<file path="src/rtl/fp_addsub_norm_round.sv">
`default_nettype none
// ============================================================================
// Module   : fp_addsub_norm_round
// Function : FP add/sub mantissa stage: add/sub, normalize, RNE round, pack.
// Revision : 1.0
// ============================================================================
module fp_addsub_norm_round #(
  parameter int EW = 8,
  parameter int FW = 23
) (
  input  logic              clk,
  input  logic              rst_n,
  input  logic              IN_VALID,
  output logic              IN_READY,
  input  logic [FW+4:0]     Aa,
  input  logic [FW+4:0]     Bb,
  input  logic              AS,
  input  logic              SO,
  input  logic [EW-1:0]     EXP,
  output logic              OUT_VALID,
  input  logic              OUT_READY,
  output logic [EW+FW:0]    RES,
  output logic              OF,
  output logic              UF,
  output logic              ZR
);

  localparam int MW  = FW + 5;
  localparam int LZW = $clog2(MW);
  localparam logic signed [EW+1:0] c_E_ONE = {{(EW+1){1'b0}}, 1'b1};
  localparam logic [EW+1:0]        c_EMAX  = {2'b00, {EW{1'b1}}};

  logic w_adv;

  logic                  r_v1, r_v2, r_v3;
  logic [MW-1:0]         r1_s;
  logic                  r1_so, r1_as;
  logic signed [EW+1:0]  r1_e;

  logic [MW-2:0]         r2_m;
  logic signed [EW+1:0]  r2_e;
  logic                  r2_sign, r2_zr, r2_uf;

  logic [EW+FW:0]        r_res;
  logic                  r_of, r_uf, r_zr;

  assign w_adv     = !r_v3 || OUT_READY;
  assign IN_READY  = w_adv;
  assign OUT_VALID = r_v3;
  assign RES       = r_res;
  assign OF        = r_of;
  assign UF        = r_uf;
  assign ZR        = r_zr;

  always_ff @(posedge clk or negedge rst_n) begin
    if (!rst_n) begin
      r_v1 <= 1'b0;
      r_v2 <= 1'b0;
      r_v3 <= 1'b0;
    end else if (w_adv) begin
      r_v1 <= IN_VALID;
      r_v2 <= r_v1;
      r_v3 <= r_v2;
    end
  end

  // Stage 1: Aa >= Bb is guaranteed upstream, so subtraction never wraps.
  always_ff @(posedge clk) begin
    if (w_adv) begin
      r1_s  <= AS ? (Aa - Bb) : (Aa + Bb);
      r1_so <= SO;
      r1_as <= AS;
      r1_e  <= $signed({2'b00, EXP});
    end
  end

  // Stage 2: leading-zero count over the bits below the carry headroom.
  logic [LZW-1:0]       w_lz;
  logic                 w_found;
  logic [MW-2:0]        w_m;
  logic signed [EW+1:0] w_e2;
  logic                 w_sign2, w_zr2, w_uf2;

  always_comb begin
    w_lz    = '0;
    w_found = 1'b0;
    for (int i = MW - 2; i >= 0; i--) begin
      if (!w_found && r1_s[i]) begin
        w_found = 1'b1;
        w_lz    = LZW'(MW - 2 - i);
      end
    end
  end

  always_comb begin
    w_m     = r1_s[MW-2:0];
    w_e2    = r1_e;
    w_sign2 = r1_so;
    w_zr2   = 1'b0;
    w_uf2   = 1'b0;
    if (r1_s == '0) begin
      w_zr2   = 1'b1;
      w_sign2 = r1_as ? 1'b0 : r1_so;
    end else if (r1_s[MW-1]) begin
      w_m  = {r1_s[MW-1:2], r1_s[1] | r1_s[0]};
      w_e2 = r1_e + c_E_ONE;
    end else begin
      w_m  = r1_s[MW-2:0] << w_lz;
      w_e2 = r1_e - $signed({{(EW+2-LZW){1'b0}}, w_lz});
    end
    if (!w_zr2 && (w_e2[EW+1] || (w_e2 == '0))) begin
      w_uf2 = 1'b1;
    end
  end

  always_ff @(posedge clk) begin
    if (w_adv) begin
      r2_m    <= w_m;
      r2_e    <= w_e2;
      r2_sign <= w_sign2;
      r2_zr   <= w_zr2;
      r2_uf   <= w_uf2;
    end
  end

  // Stage 3: round to nearest even on guard/round/sticky, then pack.
  logic                 w_up, w_carry, w_of;
  logic [FW-1:0]        w_frac;
  logic signed [EW+1:0] w_e3;
  logic [EW+FW:0]       w_res;

  always_comb begin
    w_up    = r2_m[2] && (r2_m[1] || r2_m[0] || r2_m[3]);
    w_carry = w_up && (&r2_m[MW-2:3]);
    w_frac  = r2_m[MW-3:3] + {{(FW-1){1'b0}}, w_up};
    w_e3    = w_carry ? (r2_e + c_E_ONE) : r2_e;
    w_of    = !r2_zr && !r2_uf && ($unsigned(w_e3) >= c_EMAX);
    if (r2_zr || r2_uf) begin
      w_res = {r2_sign, {(EW+FW){1'b0}}};
    end else if (w_of) begin
      w_res = {r2_sign, {EW{1'b1}}, {FW{1'b0}}};
    end else begin
      w_res = {r2_sign, w_e3[EW-1:0], w_frac};
    end
  end

  always_ff @(posedge clk or negedge rst_n) begin
    if (!rst_n) begin
      r_res <= '0;
      r_of  <= 1'b0;
      r_uf  <= 1'b0;
      r_zr  <= 1'b0;
    end else if (w_adv) begin
      r_res <= w_res;
      r_of  <= w_of;
      r_uf  <= r2_uf;
      r_zr  <= r2_zr;
    end
  end

endmodule
`default_nettype wire

</file>
<file path="config.mk">
export PLATFORM = sky130hd
export DESIGN_NAME = fp_addsub_norm_round
export DESIGN_NICKNAME = d
export VERILOG_FILES = /design/src/rtl/fp_addsub_norm_round.sv
export SDC_FILE = /design/constraint.sdc
export NUM_CORES = 1
export LEC_CHECK = 0
export ABC_AREA = 1
export BUFFER_PORTS_ARGS = -buffer_cell sky130_fd_sc_hd__buf_2
export CAP_MARGIN = 20
export CORE_MARGIN = 2
export CORE_UTILIZATION = 40
export CTS_BUF_LIST = sky130_fd_sc_hd__clkbuf_16
export DETAILED_ROUTE_END_ITERATION = 8
export SYNTH_ARGS = -nofsm -noshare
export SYNTH_HDL_FRONTEND = slang
export SYNTH_SLANG_ARGS = --single-unit
</file>
<file path="constraint.sdc">
create_clock -name clk -period 12.8 [get_ports clk]
set_clock_uncertainty 0.2 [all_clocks]
set_input_delay 3.84 -clock clk [delete_from_list [all_inputs] [get_ports clk]]
set_output_delay 3.84 -clock clk [all_outputs]
set_load 0.02 [all_outputs]
</file>
==> results of run 1 <==
-- cell type report --
type | instances | area (um2)
Tap cell | 285 | 357
Clock inverter | 14 | 82.6
Timing Repair Buffer | 110 | 561
Sequential cell | 116 | 3290
Fill cell | 2290 | 12200
Multi-Input combinational cell | 959 | 5220
Inverter | 135 | 508
Clock buffer | 18 | 450
-- sequential cells by signal (all words and copies together), names as in the netlist, 8 cells and up --
signal and flops:
r2_m 27, r1_e 8, r1_s 28, r2_e 10, RES 32
-- through the flow --
stage	setup slack (ns)	utilization (%)
floorplan	2.78	-
global placement	3.91	43.9
detailed placement	3.89	43.9
CTS	3.89	46.3
global route	3.83	46.3
finish	3.92	46.3
-- logic make-up (layout without fill, tap and decap cells) --
family	count (synthesis)	after routing
buffers and inverters	172	277
multiplexers	1	1
flip-flops	116	116
AO/OA/AOI/OAI	173	173
XOR/XNOR	73	73
adder cells (fa/ha/maj)	39	39
AND/OR/NAND/NOR	673	673
-- per-layer routing --
layer | global-route usage [%] | wire, um
met1 | 25.2 | 10800
met2 | 32.4 | 10800
met3 | 3.44 | 1250
met4 | 5.77 | 324
met5 | 0 | 0
-- placed cells by master (no fill, tap or decap), drive strengths merged, types with 2 or more instances in the layout --
cell and count:
nand2 335, nand3 159, inv 141, nor2 117, buf 110, edfxtp 78, o21ai 64, a21oi 56
xor2 52, dfrtp 38, ha 37, nand4 29, xnor2 20, clkbuf 18, nor3 17, a31oi 13
clkinv 8, o22ai 6, o21a 5, o31ai 4, a21o 4, o211ai 4, nor4 4, or2 4
and3 3, o221ai 3, a21boi 3, o21bai 2, a2111oi 2, nand3b 2, o311ai 2, nor3b 2
fa 2
-- worst max-delay path by stage --
stage | end | slack (ns) | depth (start not counted)
after CTS | IN_READY | 3.89 | 5
after floorplan | IN_READY | 2.78 | 3
after detailed placement | IN_READY | 3.89 | 5
final | IN_READY | 3.92 | 5
after global placement | IN_READY | 3.91 | 5
after global routing | IN_READY | 3.83 | 5
-- power by group --
group	internal, mW	switching [mW]	total (mW)
clock network	0.256	0.174	0.430
registers	0.595	0.133	0.728
logic	0.312	0.629	0.940
total	1.16	0.935	2.10
-- tightest hold or removal path, delay by kind of cell, from the launching register on --
family           cells  cell delay (ns)
flip-flops           1             0.32
AND/OR/NAND/NOR      2             0.11
==> out/metrics.cfg, run 1 <==
[timing]
relSlewSlack_pct=28.4
rsz0062_at_grt=false
hold_slack_ns=0.252
final_max_slew_viol_count=0
tightest_slew_ns=1.07
min_period_ns=8.88
hold_viol=0
setup_violations=0
fmax_ghz=0.113
tns_ns=0
fin_crit_sh_pct=69.3

[yosys]
ys_ff_latch=116
synth_mux_area_share_pct=0.109
synthTopCellsByArea=edfxtp_1 (25%), nand2_1 (14%), dfrtp_1 (10%)
yosysWarnings=0
netlist.area_leader.share_pct=25.4
post_synth_fa_ha_maj_area_fraction_pct=5.46
synth_compound_area_share_pct=11.0
yosysMostFrequentCell=nand2_1
synth-simple-area-share_pct=33.0
yosys.area.top_type=edfxtp_1
synth_seq_area_share_pct=35.7
yosys.area_share.xor_xnor_pct=7.08
avgSynthCellArea_um2=7.39
synthCells=1247
yosys-top-cells-count=nand2_1 (332), nand3_1 (152), inv_1 (120)
synth_edf_count=78
syn_nets=1356
synth.distinct_cells=62
synth-main-ff-cell=edfxtp_1
async_flop_share_pct=32.8
syn-cell-area_um2=9220
synth_top_family_by_area=simple AND/OR/NAND/NOR gates

[drt]
num_vias=8397
first_pass_iters=5
ant_nets=0
routed_wl_mm=23.1
routed_via_density=5.13
drtIter0Drc=500
drc=0
wire_per_inst_um=14.1

[critical_path]
worst_r2r_path_depth=19
crit_type=in2out
worstSetupStartpointType=primary input
r2r-start=r1_s[9]
crit_arrival_ns=4.84
ff2ff_setup_slack_ns=7.76
slowest_delay_ns=0.34
crit_chain=buf_2, nor2_2, buf_4, clkinv_2, buf_2
worstSetupEndpointType=output pin
path_buf_inv=4
critical_path.max_fanout=39
worst_path_most_repeated_cell=buf_2
crit_path_top_delay_cell=buf_4
r2r-end=r2_uf
startpoint=OUT_READY
required_ns=8.76
worst_path_dominant_cell_family=buffers and inverters

[die]
io_pins=107
initial_core_util_pct=40.7
coreArea_um2=22600
fp.dieH_um=156
dieArea_um2=24300
rows=55
die_x_um=156

[grt]
grt_max_degree=80
grt_usage_pct=19.2
antenna_found_initial=0
first_global_vias=7709
grt_overflow=0
grt_pass1_wl_mm=37.5

[cts]
cts_tree=yes
cts_resized=0
clock_latency_ns=0.42
hold_buffers=0
postCtsSetupBuffers=0
path_clk_slew_ns=0.05
cts_buffers=17
clock-sinks=116
cts_root_buffer=clkbuf_16
clockBufferDepth=2
htree_levels=4

[layout]
synthToLayoutAreaGrowth_pct=13.6
final_cells=1637
drive_gt1_share_pct=14.1
insertedDiodeCount=0
fin_nets=1448
finish.instance_area_um2=10500

[hold_path]
holdPathStages=2
holdPathEnd=RES[31]
hold_class=reg2reg
hp-start=r2_sign

[power]
p_per_area_nw_per_um2=200
p_leak_nw=5.14
fin_total_pwr_mw=2.10
irDropWorstVdd_mv=0.0991

[placement]
place.gp.congestion=0.933
portBuffers=106
dp_cells=1605
dpl_cell_area_um2=9940
hpwl_mm=17.4

[outcome]
outcome=finished clean

[job]
max-cap-violations=0

(Power assumes the default switching activity.)
==> run 2, diff against run 1 <==
==> constraint.sdc (replaced) <==
create_clock -name clk -period 7.45 [get_ports clk]
set_clock_uncertainty 0.2 [all_clocks]
set_input_delay 2.235 -clock clk [delete_from_list [all_inputs] [get_ports clk]]
set_output_delay 2.235 -clock clk [all_outputs]
set_load 0.02 [all_outputs]
==> out/metrics.cfg, run 2 (same netlist as run 1, synthesis figures left out) <==
[layout]
fin_nets=1448  ; unchanged
final_cell_mix=nand2_1 (332), nand3_1 (152), inv_1 (124)
finish.instance_area_um2=10500  ; +0.25%
final_cells=1637  ; unchanged
insertedDiodeCount=0  ; unchanged
ff_latch_area_um2=3290  ; unchanged
largest_reg_flops=32  ; unchanged
drive_gt1_share_pct=13.9  ; -0.22 points
postLayoutCoreUtil_pct=46.4  ; +0.12 points
multi_input_area_um2=5220  ; unchanged
fillers=2318  ; +1.2%
synthToLayoutAreaGrowth_pct=13.9
final_common_cell=nand2_1

[placement]
dp_cells=1605  ; unchanged
place.gp.congestion=0.912  ; -2.3%
dp_slack_ns=1.20  ; -2.69 ns
dpl_cell_area_um2=9940  ; unchanged
hpwl_mm=17.7  ; +1.6%
portBuffers=106  ; unchanged

[grt]
use_met2_pct=31.6  ; -0.78 points
grt_busiest_layer=met2
grt_use_met1_pct=26.4  ; +1.2 points
grt_overflow=0  ; unchanged
grt_usage_pct=19.6  ; +0.35 points
antenna_found_initial=0  ; unchanged
grt_pass1_wl_mm=38.4  ; +2.4%
grtUsageMet3_pct=2.83  ; -0.61 points
grt_max_degree=79  ; -1.3%
first_global_vias=7898  ; +2.5%

[critical_path]
crit_arrival_ns=5.76  ; +0.92 ns
path_buf_inv=2  ; -2
worst_path_most_repeated_cell=nor2_1
crit_path_top_delay_cell=xnor3_1
worst_path_dominant_cell_family=compound AO/OA/AOI/OAI gates
crit_chain=buf_2, clkinv_1, o21ai_0, o21ai_0, nor2_1, o21ai_0, nor2_1, o21a_1, o211ai_1, nor2_1, xor2_1, ha_1, a21o_1, nand3_1, o2111ai_1, nor2_1, xnor3_1
crit_type=in2reg
worstSetupEndpointType=flip-flop
critical_path.max_fanout=21  ; -46%
required_ns=7.42  ; -1.34 ns
slowest_delay_ns=0.40  ; +0.06 ns
worstSetupStartpointType=primary input

[drt]
first_pass_iters=5  ; unchanged
routed_wl_mm=23.2  ; +0.35%
drtIter0Drc=589  ; +18%
wire_per_inst_um=14.2  ; +0.35%
routed_via_density=5.19  ; +1.2%
ant_nets=0  ; unchanged
num_vias=8500  ; +1.2%
drc=0  ; unchanged

[timing]
tns_ns=0  ; unchanged
final_max_slew_viol_count=0  ; unchanged
fin_ws_ns=1.66  ; -2.26 ns
min_period_ns=5.79
setup_violations=0  ; unchanged
hold_viol=0  ; unchanged
fin_crit_sh_pct=77.7
fmax_ghz=0.173
rsz0062_at_grt=false
tightest_slew_ns=1.03  ; -0.0400 ns
relSlewSlack_pct=31.1  ; +2.7 points

[cts]
cts_tree=yes
hold_buffers=0  ; unchanged
clockBufferDepth=2  ; unchanged
postCtsSetupBuffers=0  ; unchanged
clock_latency_ns=0.43  ; about the same
cts_buffers=17  ; unchanged
cts_resized=0  ; unchanged
htree_levels=4  ; unchanged
path_clk_slew_ns=0.06  ; about the same
cts_root_buffer=clkbuf_16
clock-sinks=116  ; unchanged

[power]
p_leak_nw=5.16  ; +0.30%
p_per_area_nw_per_um2=346  ; +73%
irDropWorstVdd_mv=0.172  ; +73%

[job]
max-cap-violations=0  ; unchanged

[die]
die_x_um=156  ; unchanged
rows=55  ; unchanged
dieArea_um2=24300  ; unchanged
coreArea_um2=22600  ; unchanged
initial_core_util_pct=40.7  ; unchanged
io_pins=107  ; unchanged
fp.dieH_um=156  ; unchanged

[outcome]
outcome=finished clean

[hold_path]
hold_class=reg2reg

[run 2: cell type report]
type | instances | area share, %
Multi-Input combinational cell | 959 | 49.7
Tap cell | 285 | 3.40
Clock buffer | 20 | 4.77
Clock inverter | 12 | 0.560
Sequential cell | 116 | 31.4
Inverter | 135 | 4.84
Timing Repair Buffer | 110 | 5.34
[run 2: tightest hold or removal path: cells and delay by family, from the launching register on]
family,cells,cell delay (ns)
buffers and inverters,1,0.05
DFF,1,0.32
and+or+nand+nor,1,0.05
[run 2: routing by layer]
metal,part of all wire (%),up-vias
met1,47,3799
met5,0,-
met2,45,261
met4,3.0,0
li1,-,4401
met3,5.2,39
[run 2: where the power goes]
| group | leakage, nW | switching (mW) | internal (mW) |
|---|---|---|---|
| clock network | 0.298 | 0.293 | 0.475 |
| logic | 3.57 | 1.08 | 0.536 |
| registers | 1.29 | 0.227 | 1.02 |
[run 2: worst paths after layout]
path / slack, ns / cells after the start / from / end
max: 1.66 / 17 / AS / r1_s[27]
min: 0.26 / 2 / r_v2 / OUT_VALID
max reg2reg: 2.41 / 19 / r1_s[20] / r2_uf
min reg2reg: 0.26 / 2 / r_v2 / OUT_VALID
max in group asynchronous: 4.81 / 1 / rst_n / RES[16]
min in group asynchronous: 1.71 / 1 / rst_n / OUT_VALID
[run 2: per-stage QoR]
stage / hold WS [ns] / total power [mW]
5_1_grt: 0.286 / 3.93
3_5_place_dp: 0.252 / 2.86
2_1_floorplan: 0.218 / 2.44
6_report: 0.256 / 3.63
3_3_place_gp: 0.232 / 2.84
4_1_cts: 0.267 / 3.63
==> run 3, diff against run 2 <==
==> constraint.sdc (replaced) <==
create_clock -name clk -period 5.8 [get_ports clk]
set_clock_uncertainty 0.2 [all_clocks]
set_input_delay 1.74 -clock clk [delete_from_list [all_inputs] [get_ports clk]]
set_output_delay 1.74 -clock clk [all_outputs]
set_load 0.02 [all_outputs]
==> out/metrics.cfg, run 3 (same netlist as run 1, synthesis figures left out) <==
[outcome]
outcome=finished clean

[drt]
routed_via_density=5.16  ; -0.64%
wire_per_inst_um=14.0  ; -1.3%
num_vias=8482  ; -0.21%
ant_nets=0  ; unchanged
drtIter0Drc=484  ; -18%
drc=0  ; unchanged
first_pass_iters=6  ; +1
routed_wl_mm=23.0  ; -0.85%

[cts]
postCtsSetupBuffers=0  ; unchanged
hold_buffers=0  ; unchanged
cts_buffers=17  ; unchanged
clock-sinks=116  ; unchanged
clock_latency_ns=0.43  ; about the same
cts_resized=0  ; unchanged
htree_levels=4  ; unchanged
path_clk_slew_ns=0.06  ; about the same
cts_tree=yes
clockBufferDepth=2  ; unchanged
cts_root_buffer=clkbuf_16

[power]
fin_total_pwr_mw=4.69  ; +29%
irDropWorstVdd_mv=0.233  ; +36%
p_per_area_nw_per_um2=444  ; +28%
p_leak_nw=5.19  ; +0.59%

[die]
rows=55  ; unchanged
dieArea_um2=24300  ; unchanged
fp.dieH_um=156  ; unchanged
die_x_um=156  ; unchanged
initial_core_util_pct=40.7  ; unchanged
io_pins=107  ; unchanged
coreArea_um2=22600  ; unchanged

[critical_path]
crit_arrival_ns=5.10  ; -0.66 ns
required_ns=5.77  ; -1.65 ns
crit_chain=buf_2, inv_1, ha_1, nand2_1, o21ai_0, o21ai_0, nor2_1, o21ai_0, nor2_1, o21a_1, o211ai_1, nor2_1, xor2_1, ha_1, nand2_1, nor2_1, nand2_1, o2111ai_1, nor2_1, xnor3_1
path_buf_inv=2  ; unchanged
slowest_delay_ns=0.38  ; -0.02 ns
worst_path_most_repeated_cell=nor2_1
worst_path_dominant_cell_family=compound AO/OA/AOI/OAI gates
worstSetupStartpointType=primary input
crit_path_top_delay_cell=ha_1
worstSetupEndpointType=flip-flop
crit_type=in2reg
critical_path.max_fanout=5  ; -76%

[grt]
first_global_vias=7978  ; +1.0%
antenna_found_initial=0  ; unchanged
grt_pass1_wl_mm=38.0  ; -1.0%
grt_overflow=0  ; unchanged
grt_max_degree=78  ; -1.3%
grt_usage_pct=19.4  ; -0.15 points

[timing]
fmax_ghz=0.195
tns_ns=0  ; unchanged
hold_viol=0  ; unchanged
relSlewSlack_pct=30.3  ; -0.80 points
final_max_slew_viol_count=0  ; unchanged
tightest_slew_ns=1.04  ; +0.0121 ns
min_period_ns=5.13
rsz0062_at_grt=false
setup_violations=0  ; unchanged
fin_crit_sh_pct=88.5

[layout]
final_cells=1644  ; +0.43%
multi_input_area_um2=5220  ; unchanged
insertedDiodeCount=0  ; unchanged
final_common_cell=nand2_1
fin_nets=1455  ; +0.48%
drive_gt1_share_pct=14.6  ; +0.66 points
largest_reg_flops=32  ; unchanged
ff_latch_area_um2=3290  ; unchanged
synthToLayoutAreaGrowth_pct=14.6
fillers=2265  ; -2.3%
final_cell_mix=nand2_1 (332), nand3_1 (152), inv_1 (122)

[hold_path]
hold_class=reg2reg

[placement]
hpwl_mm=17.7  ; about the same
portBuffers=106  ; unchanged
dp_cells=1612  ; +0.44%
place.gp.congestion=0.935  ; +2.5%

[job]
max-cap-violations=0  ; unchanged

==> run 3: worst paths after layout <==
path / from / end / slack, ns / cells after the start
max: Bb[1] / r1_s[27] / 0.67 / 20
min: r_v2 / OUT_VALID / 0.26 / 2
max reg2reg: r1_s[24] / r2_uf / 1.22 / 18
min reg2reg: r_v2 / OUT_VALID / 0.26 / 2
max in group asynchronous: rst_n / RES[1] / 3.64 / 1
min in group asynchronous: rst_n / OUT_VALID / 1.22 / 1
==> run 3: layout make-up <==
type	instances	area share, %
repair buffers	117	5.80
well taps	285	3.37
inverters	135	4.81
multi-input cells	959	49.4
flip-flops and latches	116	31.2
clock inverters	12	0.698
clock buffers	20	4.74
==> run 3: through the flow <==
step | hold WS [ns] | utilization (%) | setup WS, ns | cell area [um2]
final | 0.255 | 46.7 | 0.666 | 10600
after global routing | 0.292 | 46.7 | 0.183 | 10600
after CTS | 0.256 | 46.7 | 0.604 | 10600
after detailed placement | 0.243 | 44.1 | 0.151 | 9990
after global placement | 0.231 | 44.1 | 0.229 | 9990
after floorplan | 0.218 | - | 0.717 | 9220
==> run 3: worst register-to-register path, delay by kind of cell, from the launching register on <==
kind / cells / cell delay [ns]
flip-flops: 1 / 0.49
buffers and inverters: 1 / 0.05
AND/OR/NAND/NOR: 13 / 2.56
AO/OA/AOI/OAI: 2 / 0.40
adder cells (fa/ha/maj): 2 / 0.62
==> run 3: metal layers <==
| metal | part of all wire, % | track usage [%] | up-vias |
|---|---|---|---|
| li1 | - | - | 4423 |
| met4 | 2.4 | 7.43 | 0 |
| met1 | 47 | 25.7 | 3733 |
| met2 | 45 | 31.6 | 284 |
| met3 | 5.6 | 3.58 | 42 |
| met5 | 0 | 0 | - |
==> run 3: power by group <==
part | switching (mW) | total [mW] | leakage, nW | internal [mW]
clock network | 0.388 | 1.01 | 0.295 | 0.618
logic | 1.39 | 2.08 | 3.61 | 0.698
registers | 0.287 | 1.60 | 1.29 | 1.31
